`src/rtl/audio_pkg.sv`:
```
// rtl/audio_pkg.sv - shared types and default constants for audio ROM playback
package audio_pkg;

    typedef enum logic {
        IDLE,
        PLAY
    } state_t;

    typedef enum logic [1:0] {
        OWN_NONE,
        OWN_STRM,
        OWN_CPU
    } owner_t;

    localparam int SAMPLE_W        = 16;
    localparam int CLK_HZ          = 50_000_000;
    localparam int SAMPLE_RATE_HZ  = 16_000;
    localparam int DEF_CLK_DIV     = CLK_HZ / SAMPLE_RATE_HZ;
    localparam int DEF_NUM_SAMPLES = 32000;

    // Counter width for a range of n values, never narrower than one bit
    function automatic int cnt_width(input int n);
        return (n > 1) ? $clog2(n) : 1;
    endfunction

endpackage

```
`src/rtl/sample_tick_gen.sv`:
```
// rtl/sample_tick_gen.sv - sample-period divider producing a 1-cycle tick
module sample_tick_gen #(
    parameter int CLK_DIV = audio_pkg::DEF_CLK_DIV
) (
    input  logic clk,
    input  logic rst_n,
    input  logic en,
    input  logic clr,
    output logic tick
);
    import audio_pkg::*;

    localparam int DIV_W = cnt_width(CLK_DIV);
    localparam logic [DIV_W-1:0] RELOAD = DIV_W'(CLK_DIV - 1);

    logic [DIV_W-1:0] div_cnt;

    // Count down while enabled; reload on wrap, on clear and on reset
    always_ff @(posedge clk) begin
        if (!rst_n || clr) begin
            div_cnt <= RELOAD;
        end else if (en) begin
            if (div_cnt == '0) begin
                div_cnt <= RELOAD;
            end else begin
                div_cnt <= div_cnt - DIV_W'(1);
            end
        end
    end

    // The tick is the cycle in which the counter sits at zero
    assign tick = en && !clr && (div_cnt == '0);

endmodule

```
`src/rtl/audio_rom_ctrl.sv`:
```
// rtl/audio_rom_ctrl.sv - audio sample ROM playback sequencer with shared CPU read port
module audio_rom_ctrl #(
    parameter int NUM_SAMPLES = audio_pkg::DEF_NUM_SAMPLES,
    parameter int CLK_DIV     = audio_pkg::DEF_CLK_DIV,
    parameter int SAMPLE_W    = audio_pkg::SAMPLE_W
) (
    input  logic                clk,
    input  logic                rst_n,
    input  logic                start,
    input  logic                stop,
    input  logic                loop_en,
    output logic                busy,
    output logic                done,
    output logic [SAMPLE_W-1:0] sample_out,
    output logic                sample_valid,
    input  logic                cpu_req,
    input  logic [31:0]         cpu_addr,
    output logic [SAMPLE_W-1:0] cpu_rdata,
    output logic                cpu_rvalid,
    output logic [31:0]         rom_addr,
    input  logic [SAMPLE_W-1:0] rom_rd
);
    import audio_pkg::*;

    localparam int IDX_W = cnt_width(NUM_SAMPLES);
    localparam logic [IDX_W-1:0] LAST_IDX = IDX_W'(NUM_SAMPLES - 1);

    state_t           state;
    owner_t           own_q;      // owner of the address presented to the ROM this cycle
    owner_t           own_d;      // owner of the data the ROM returns this cycle
    logic             fetch_pend;
    logic [IDX_W-1:0] idx;

    logic             tick;
    logic             tick_en;
    logic             tick_clr;
    logic             go;
    logic             play_ok;
    logic             strm_busy;
    logic             cpu_busy;
    logic             strm_req;
    logic             strm_grant;
    logic             cpu_grant;
    logic             strm_ret;
    logic [IDX_W-1:0] idx_sel;

    assign tick_en  = (state == PLAY);
    assign tick_clr = (state != PLAY) || stop || done;

    sample_tick_gen #(
        .CLK_DIV (CLK_DIV)
    ) u_tick (
        .clk   (clk),
        .rst_n (rst_n),
        .en    (tick_en),
        .clr   (tick_clr),
        .tick  (tick)
    );

    // A start pulse requests its first fetch in the same cycle; later fetches
    // come from the divider tick, or from a tick that had to wait
    assign go         = (state == IDLE) && start && !stop;
    assign play_ok    = (state == PLAY) && !stop && !done;
    assign strm_busy  = (own_q == OWN_STRM) || (own_d == OWN_STRM);
    assign cpu_busy   = (own_q == OWN_CPU) || (own_d == OWN_CPU) || cpu_rvalid;
    assign strm_req   = go || (play_ok && (fetch_pend || tick));
    assign strm_grant = strm_req && !strm_busy;
    assign cpu_grant  = !strm_grant && cpu_req && !cpu_busy;
    assign strm_ret   = (own_d == OWN_STRM) && (state == PLAY) && !stop;
    assign idx_sel    = go ? '0 : idx;

    assign busy = (state == PLAY);

    // Playback FSM, ROM port arbitration and return-data steering
    always_ff @(posedge clk) begin
        if (!rst_n) begin
            state        <= IDLE;
            own_q        <= OWN_NONE;
            own_d        <= OWN_NONE;
            fetch_pend   <= 1'b0;
            idx          <= '0;
            rom_addr     <= '0;
            sample_out   <= '0;
            sample_valid <= 1'b0;
            done         <= 1'b0;
            cpu_rdata    <= '0;
            cpu_rvalid   <= 1'b0;
        end else begin
            sample_valid <= 1'b0;
            done         <= 1'b0;
            cpu_rvalid   <= 1'b0;

            if (strm_grant) begin
                rom_addr <= {{(30 - IDX_W){1'b0}}, idx_sel, 2'b00};
                own_q    <= OWN_STRM;
            end else if (cpu_grant) begin
                rom_addr <= cpu_addr;
                own_q    <= OWN_CPU;
            end else begin
                own_q    <= OWN_NONE;
            end

            // A stop drops any stream read already on its way back
            own_d <= (stop && own_q == OWN_STRM) ? OWN_NONE : own_q;

            if (strm_grant || !(go || play_ok)) begin
                fetch_pend <= 1'b0;
            end else if (strm_req) begin
                fetch_pend <= 1'b1;
            end

            case (state)
                IDLE: begin
                    if (go) begin
                        state <= PLAY;
                        idx   <= '0;
                    end
                end
                PLAY: begin
                    if (stop || done) begin
                        state <= IDLE;
                    end
                end
                default: state <= IDLE;
            endcase

            if (strm_ret) begin
                sample_out   <= rom_rd;
                sample_valid <= 1'b1;
                if (idx == LAST_IDX) begin
                    idx <= '0;
                    if (!loop_en) begin
                        done <= 1'b1;
                    end
                end else begin
                    idx <= idx + IDX_W'(1);
                end
            end

            if (own_d == OWN_CPU) begin
                cpu_rdata  <= rom_rd;
                cpu_rvalid <= 1'b1;
            end
        end
    end

endmodule

```
`config.mk`:
```
export PLATFORM = sky130hd
export DESIGN_NAME = audio_rom_ctrl
export DESIGN_NICKNAME = d
export VERILOG_FILES = /design/src/rtl/audio_pkg.sv /design/src/rtl/sample_tick_gen.sv /design/src/rtl/audio_rom_ctrl.sv
export SDC_FILE = /design/constraint.sdc
export NUM_CORES = 1
export LEC_CHECK = 0
export BUFFER_PORTS_ARGS = -buffer_cell sky130_fd_sc_hd__buf_2
export CAP_MARGIN = 20
export CORE_ASPECT_RATIO = 1.75
export CORE_MARGIN = 2
export CORE_UTILIZATION = 55
export DETAILED_ROUTE_END_ITERATION = 8
export PLACE_DENSITY = 0.93
export SETUP_SLACK_MARGIN = 0.02
export SLEW_MARGIN = 0
export SYNTH_ARGS = -nofsm -noshare
export SYNTH_HDL_FRONTEND = slang
export SYNTH_SLANG_ARGS = --single-unit
```
`constraint.sdc`:
```
create_clock -name clk -period 3.82 [get_ports clk]
set_input_delay 0.191 -clock clk [delete_from_list [all_inputs] [get_ports clk]]
set_output_delay 0.191 -clock clk [all_outputs]
set_load 0.1 [all_outputs]
```
Word-level counts from Yosys, hierarchy flattened
Cells that the tools add are included.
{"block": "classes", "n_addsub": 2, "eq_ne": 6, "mux": 15, "bitwise_logic": 2, "n_reduce_logical": 38}
{"op": "15-bit two-way mux", "count": 4}
{"op": "17-bit two-way mux", "count": 2}
{"op": "15-bit by 1-bit adder with 15-bit output (second input constant)", "count": 1}
{"op": "15-bit == test (second input constant)", "count": 1}
{"op": "1-bit logical AND", "count": 13}
{"op": "12-bit logical NOT", "count": 1}
{"op": "12-bit two-way mux", "count": 1}
{"op": "12-bit by 1-bit subtractor with 12-bit output (second input constant)", "count": 1}
{"op": "1-bit logical OR", "count": 11}
{"op": "1-bit logical NOT", "count": 8}
{"op": "1-bit two-way mux", "count": 6}
{"op": "2-bit OR reduction", "count": 3}
{"op": "2-bit by 1-bit == test with 1-bit output (second input constant)", "count": 2}
{"op": "2-bit == test (second input constant)", "count": 2}
{"op": "3-bit AND reduction", "count": 1}
{"op": "2-bit two-way mux", "count": 1}
{"op": "2-bit by 1-bit != test with 1-bit output (second input constant)", "count": 1}
{"op": "1-bit NOT", "count": 2}
{"op": "1-bit one-hot mux with 2 select lines", "count": 1}
{"op": "2-bit nonzero test", "count": 1}
{"block": "word_totals", "register_bits": 100, "in_bits": 54, "wordCells": 77}

Logic depth before layout (Yosys ltp)
{"block": "logic_depth", "ltp_word": 15, "depth_mapped": 8, "mapped_depth_nobuf": 7}

Modules after synthesis
Synthesis repeated with hierarchy kept, for this count alone.
{"block": "hier_totals", "hier_cells": 486, "hier_area_um2": 4190.3}
{"mod": "audio_rom_ctrl", "instances": 1, "cells_per_inst": 425, "area_per_inst_um2": 3589.7, "seq_area_each_um2": 1761.7}
{"mod": "sample_tick_gen", "instances": 1, "cells_per_inst": 61, "area_per_inst_um2": 600.6, "seq_area_each_um2": 240.2}

Least setup slack after synthesis
No wires, ideal clock.
{"block": "synth_timing", "path_kind": "register to register", "start": "register state, in the netlist busy", "end": "register idx[9]", "arrival_time_ns": 2.228, "t_required_ns": 3.746, "slack_ns": 1.517, "stages_incl_launch_ff": 8, "cell_sequence": "dfxtp_1 -> buf_2 -> and4bb_2 -> nand2_1 -> a21oi_2 -> buf_2 -> a21oi_1 -> a31oi_1"}
{"block": "synth_via", "elab_chain_cells": 6, "elab_cells_between_ends": 9, "classes_between": "eq/ne (1); mux (3); bitwise (1); reduce/logical (4)"}
{"element": "start: declaration", "line_no": "audio_rom_ctrl.sv:28", "text": "state_t state;"}
{"element": "start signal: assignment", "line_no": "audio_rom_ctrl.sv:77", "text": "state <= IDLE;"}
{"element": "start signal: assignment", "line_no": "audio_rom_ctrl.sv:115", "text": "state <= PLAY;"}
{"element": "start signal: assignment", "line_no": "audio_rom_ctrl.sv:121", "text": "state <= IDLE;"}
{"element": "1-bit NOT"}
{"element": "1-bit logical AND (2 in series)", "line_no": "audio_rom_ctrl.sv:62", "text": "assign go = (state == IDLE) && start && !stop;"}
{"element": "15-bit two-way mux (2 in series)"}
{"element": "15-bit two-way mux", "line_no": "audio_rom_ctrl.sv:127", "text": "if (strm_ret) begin"}
{"element": "end signal: assignment", "line_no": "audio_rom_ctrl.sv:136", "text": "idx <= idx + IDX_W'(1);"}
{"element": "end: declaration", "line_no": "audio_rom_ctrl.sv:32", "text": "logic [IDX_W-1:0] idx;"}
Several ways; a longest one is shown, not always the timed one. The select of a mux whose other input is x is not followed.
A chain may end at the register's enable or synchronous reset.

Final worst setup path
{"block": "layout_timing", "start": "register state, in the netlist busy", "end": "register idx[6]"}
Same word-level chain as after synthesis.

==> reports/results.txt <==
Fin crit share: 64.8%
Buffers on Ports: 121
Final hold vios: 0
Inst Count DP: 666
DIE HEIGHT: 118 um
Worst path cell trace: nand4bb_1, nor3_1, xor2_1, nand2_1, a21oi_1
RSZ-0062 raised after global routing: no
Nets: 648
Root Driver: clkbuf_16
Global routing usage on met3: 7.46%
P_sw: 0.000723 W
Number of synthesized register bits: 100
# IOs: 122
Clk pin slew, worst setup/hold paths: 0.07 ns
Synth unique cells: 51
Final ANT Viol Nets: 0
Vias in the first global route: 3775
Final WS setup: 1.34 ns
Area after DPL: 4650 um2
Critical path's slowest cell: nand4bb_1
Pins Over Slew Limit: 0
Die Wd: 69.0 um
Buf+Inv Stages, Crit Path: 0
Initial core utilization: 56.6%
Number of buffers created by CTS: 9
Status: finished, final reports clean
Placeable Area: 7180 um2
Synth Instances: 487
Met2 usage: 47.0%
Slowest stage delay, CP: 0.82 ns
Row Count: 41
Final non-filler cell total: 682
EDFF count, synth: 0
Footprint of the multi-input gates: 1880 um2
Post-DR wirelength/cell: 15.4 um
Tightest Pin Transition: 0.989 ns
Combinational share of power: 15.4%
Synth async-reset ratio: 0%
Dpl ws: 1.39 ns
Synth top area share: 49.3%
Most common cell after layout, fill and taps aside: nand2_1
Hold Buf Count CTS: 0
Initial antenna violation count: 0
First-pass GRT wire length: 16900 um
Worst skew pair latency: 0.35 ns
Clock skew: 0.0103 ns
Final TNS setup: 0 ns
Clock Tree Buf Depth: 2
Synth warnings: 0
Ys flop type: dfxtp_1
Postcts setup bufs: 0
Overall Global Routing Usage: 27.3%
GRT met1 Usage: 28.7%
Post-synthesis sequential area ratio: 49.3%
# DRC: 0
Clock sink count: 100
Worst vdd rail ir drop: 0.351 mV
Post-Syn Area: 4060 um2
Top Usage Layer GRT: met2
Leak pwr: 2.04 nW
Area contributors post-synth: dfxtp_1, nand2_1, a21oi_1
Pint: 0.00174 W
Layout cells sized above 1: 25.8%
CP delay by family, top: simple AND/OR/NAND/NOR gates
Leading area contributor after synthesis: dfxtp_1
Vias per cell: 5.67
Clock power frac: 40.3%
Diodes inserted: 0
Grt ovf: 0
Most frequent cells in the layout: nand2_1, buf_2, dfxtp_1
CP Launch Type: flip-flop
First-pass iteration count of the detailed router: 4
Total Routed Length: 10500 um
Maximum Capacitance Violations: 0
Global placement routability congestion: 0.847
Arr. time, crit path: 2.76 ns
P per Cell Area: 496 nW/um2
Setup violators final: 0
Highest Clock Rate: 404 MHz
Sequential cell area: 2000 um2
Syn avg cell area: 8.34 um2
Type of the worst min-delay path: in -> reg
Syn nets: 544
CTS-repair resized insts: 0
Critical path endpoint category: flip-flop
Die footprint: 8120 um2
Initial DRC Count: 243
Final HPWL DP: 7400 um
Minimum clock period: 2.48 ns
Via Count: 3868
CP Class: reg -> reg
H-tree levels: 3
Switch share: 29.3%
Largest net degree at the start of global routing: 33
CTS tree: built
Synth-to-layout area growth: 22.5%
Fin area: 4980 um2
Max-slew headroom: 33.9%
Maximum fanout along the worst path: 21
CP Data Required Time: 4.11 ns
Fillers: 568
Setup slack, reg-to-reg: 1.34 ns
Sequential Power Share: 44.3%
[logic make-up after synthesis]
kind of cell               Yosys count  synth area share (%)
AOI/OAI and AO/OA                  107                  15.8
xor gates and xnor gates            11                  2.37
adders and majority gates            3                 0.924
buffers and inverters               39                  4.50
DFF                                100                  49.3
muxes                                4                  1.05
and+or+nand+nor                    223                  26.1
[per-stage QoR]
| step | util [%] | hold WS, ns | total power, W |
|---|---|---|---|
| 2_1_floorplan | - | 0.269 | 0.00141 |
| 3_3_place_gp | 64.7 | 0.387 | 0.00149 |
| 3_5_place_dp | 64.7 | 0.382 | 0.00149 |
| 4_1_cts | 69.3 | 0.0152 | 0.00247 |
| 5_1_grt | 69.3 | 0.0159 | 0.00254 |
| 6_report | 69.3 | 0.0270 | 0.00247 |
[flip-flops by register name (all words and copies together), names as in the netlist]
register / count
own_q: 2
fetch_pend: 1
cpu_rdata: 16
busy: 1
rom_addr: 32
cpu_rvalid: 1
done: 1
own_d: 2
sample_valid: 1
sample_out: 16
idx: 15
u_tick.div_cnt: 12
[layout make-up]
cell class	count	share of cell area, %
well taps	86	2.16
clock buffers	10	4.80
clock inverters	6	1.84
inverters	8	0.603
flip-flops and latches	100	40.2
multi-input cells	348	37.7
repair buffers	124	12.6
[layer usage]
layer,vias up,part of all wire (%)
met5,-,0
met4,0,4.1
met3,38,6.0
met2,150,55
met1,1797,35
li1,1883,-
[Yosys cell counts (all sizes together), types with 4 or more instances]
| master | n |
|---|---|
| and2 | 4 |
| nand2b | 6 |
| nand3 | 27 |
| nand4 | 6 |
| dfxtp | 100 |
| a32oi | 14 |
| clkbuf | 15 |
| buf | 16 |
| inv | 8 |
| a31oi | 5 |
| xnor2 | 8 |
| nor2 | 22 |
| a21oi | 76 |
| nor3 | 7 |
| nand2 | 128 |
[power by group through the flow]
stage | Sequential, W | Clock [W] | Combinational [W]
after floorplan | 0.00132 | 0 | 0.0000941
after global placement | 0.00111 | 0 | 0.000373
after detailed placement | 0.00111 | 0 | 0.000377
after CTS | 0.00109 | 0.00100 | 0.000380
after global routing | 0.00109 | 0.00104 | 0.000402
final | 0.00109 | 0.000995 | 0.000381
[worst paths after layout]
| kind | startpoint | endpoint | cells past startpoint |
|---|---|---|---|
| hold / removal | loop_en | done$_SDFF_PN0_ | 2 |
| setup / recovery | busy$_SDFF_PN0_ | idx[6]$_SDFFE_PN0P_ | 5 |
| setup reg to reg | busy$_SDFF_PN0_ | idx[6]$_SDFFE_PN0P_ | 5 |
| hold reg to reg | sample_out[10]$_SDFFE_PN0P_ | sample_out[10]$_SDFFE_PN0P_ | 2 |
Note: power is estimated with default switching activity, not from simulation.
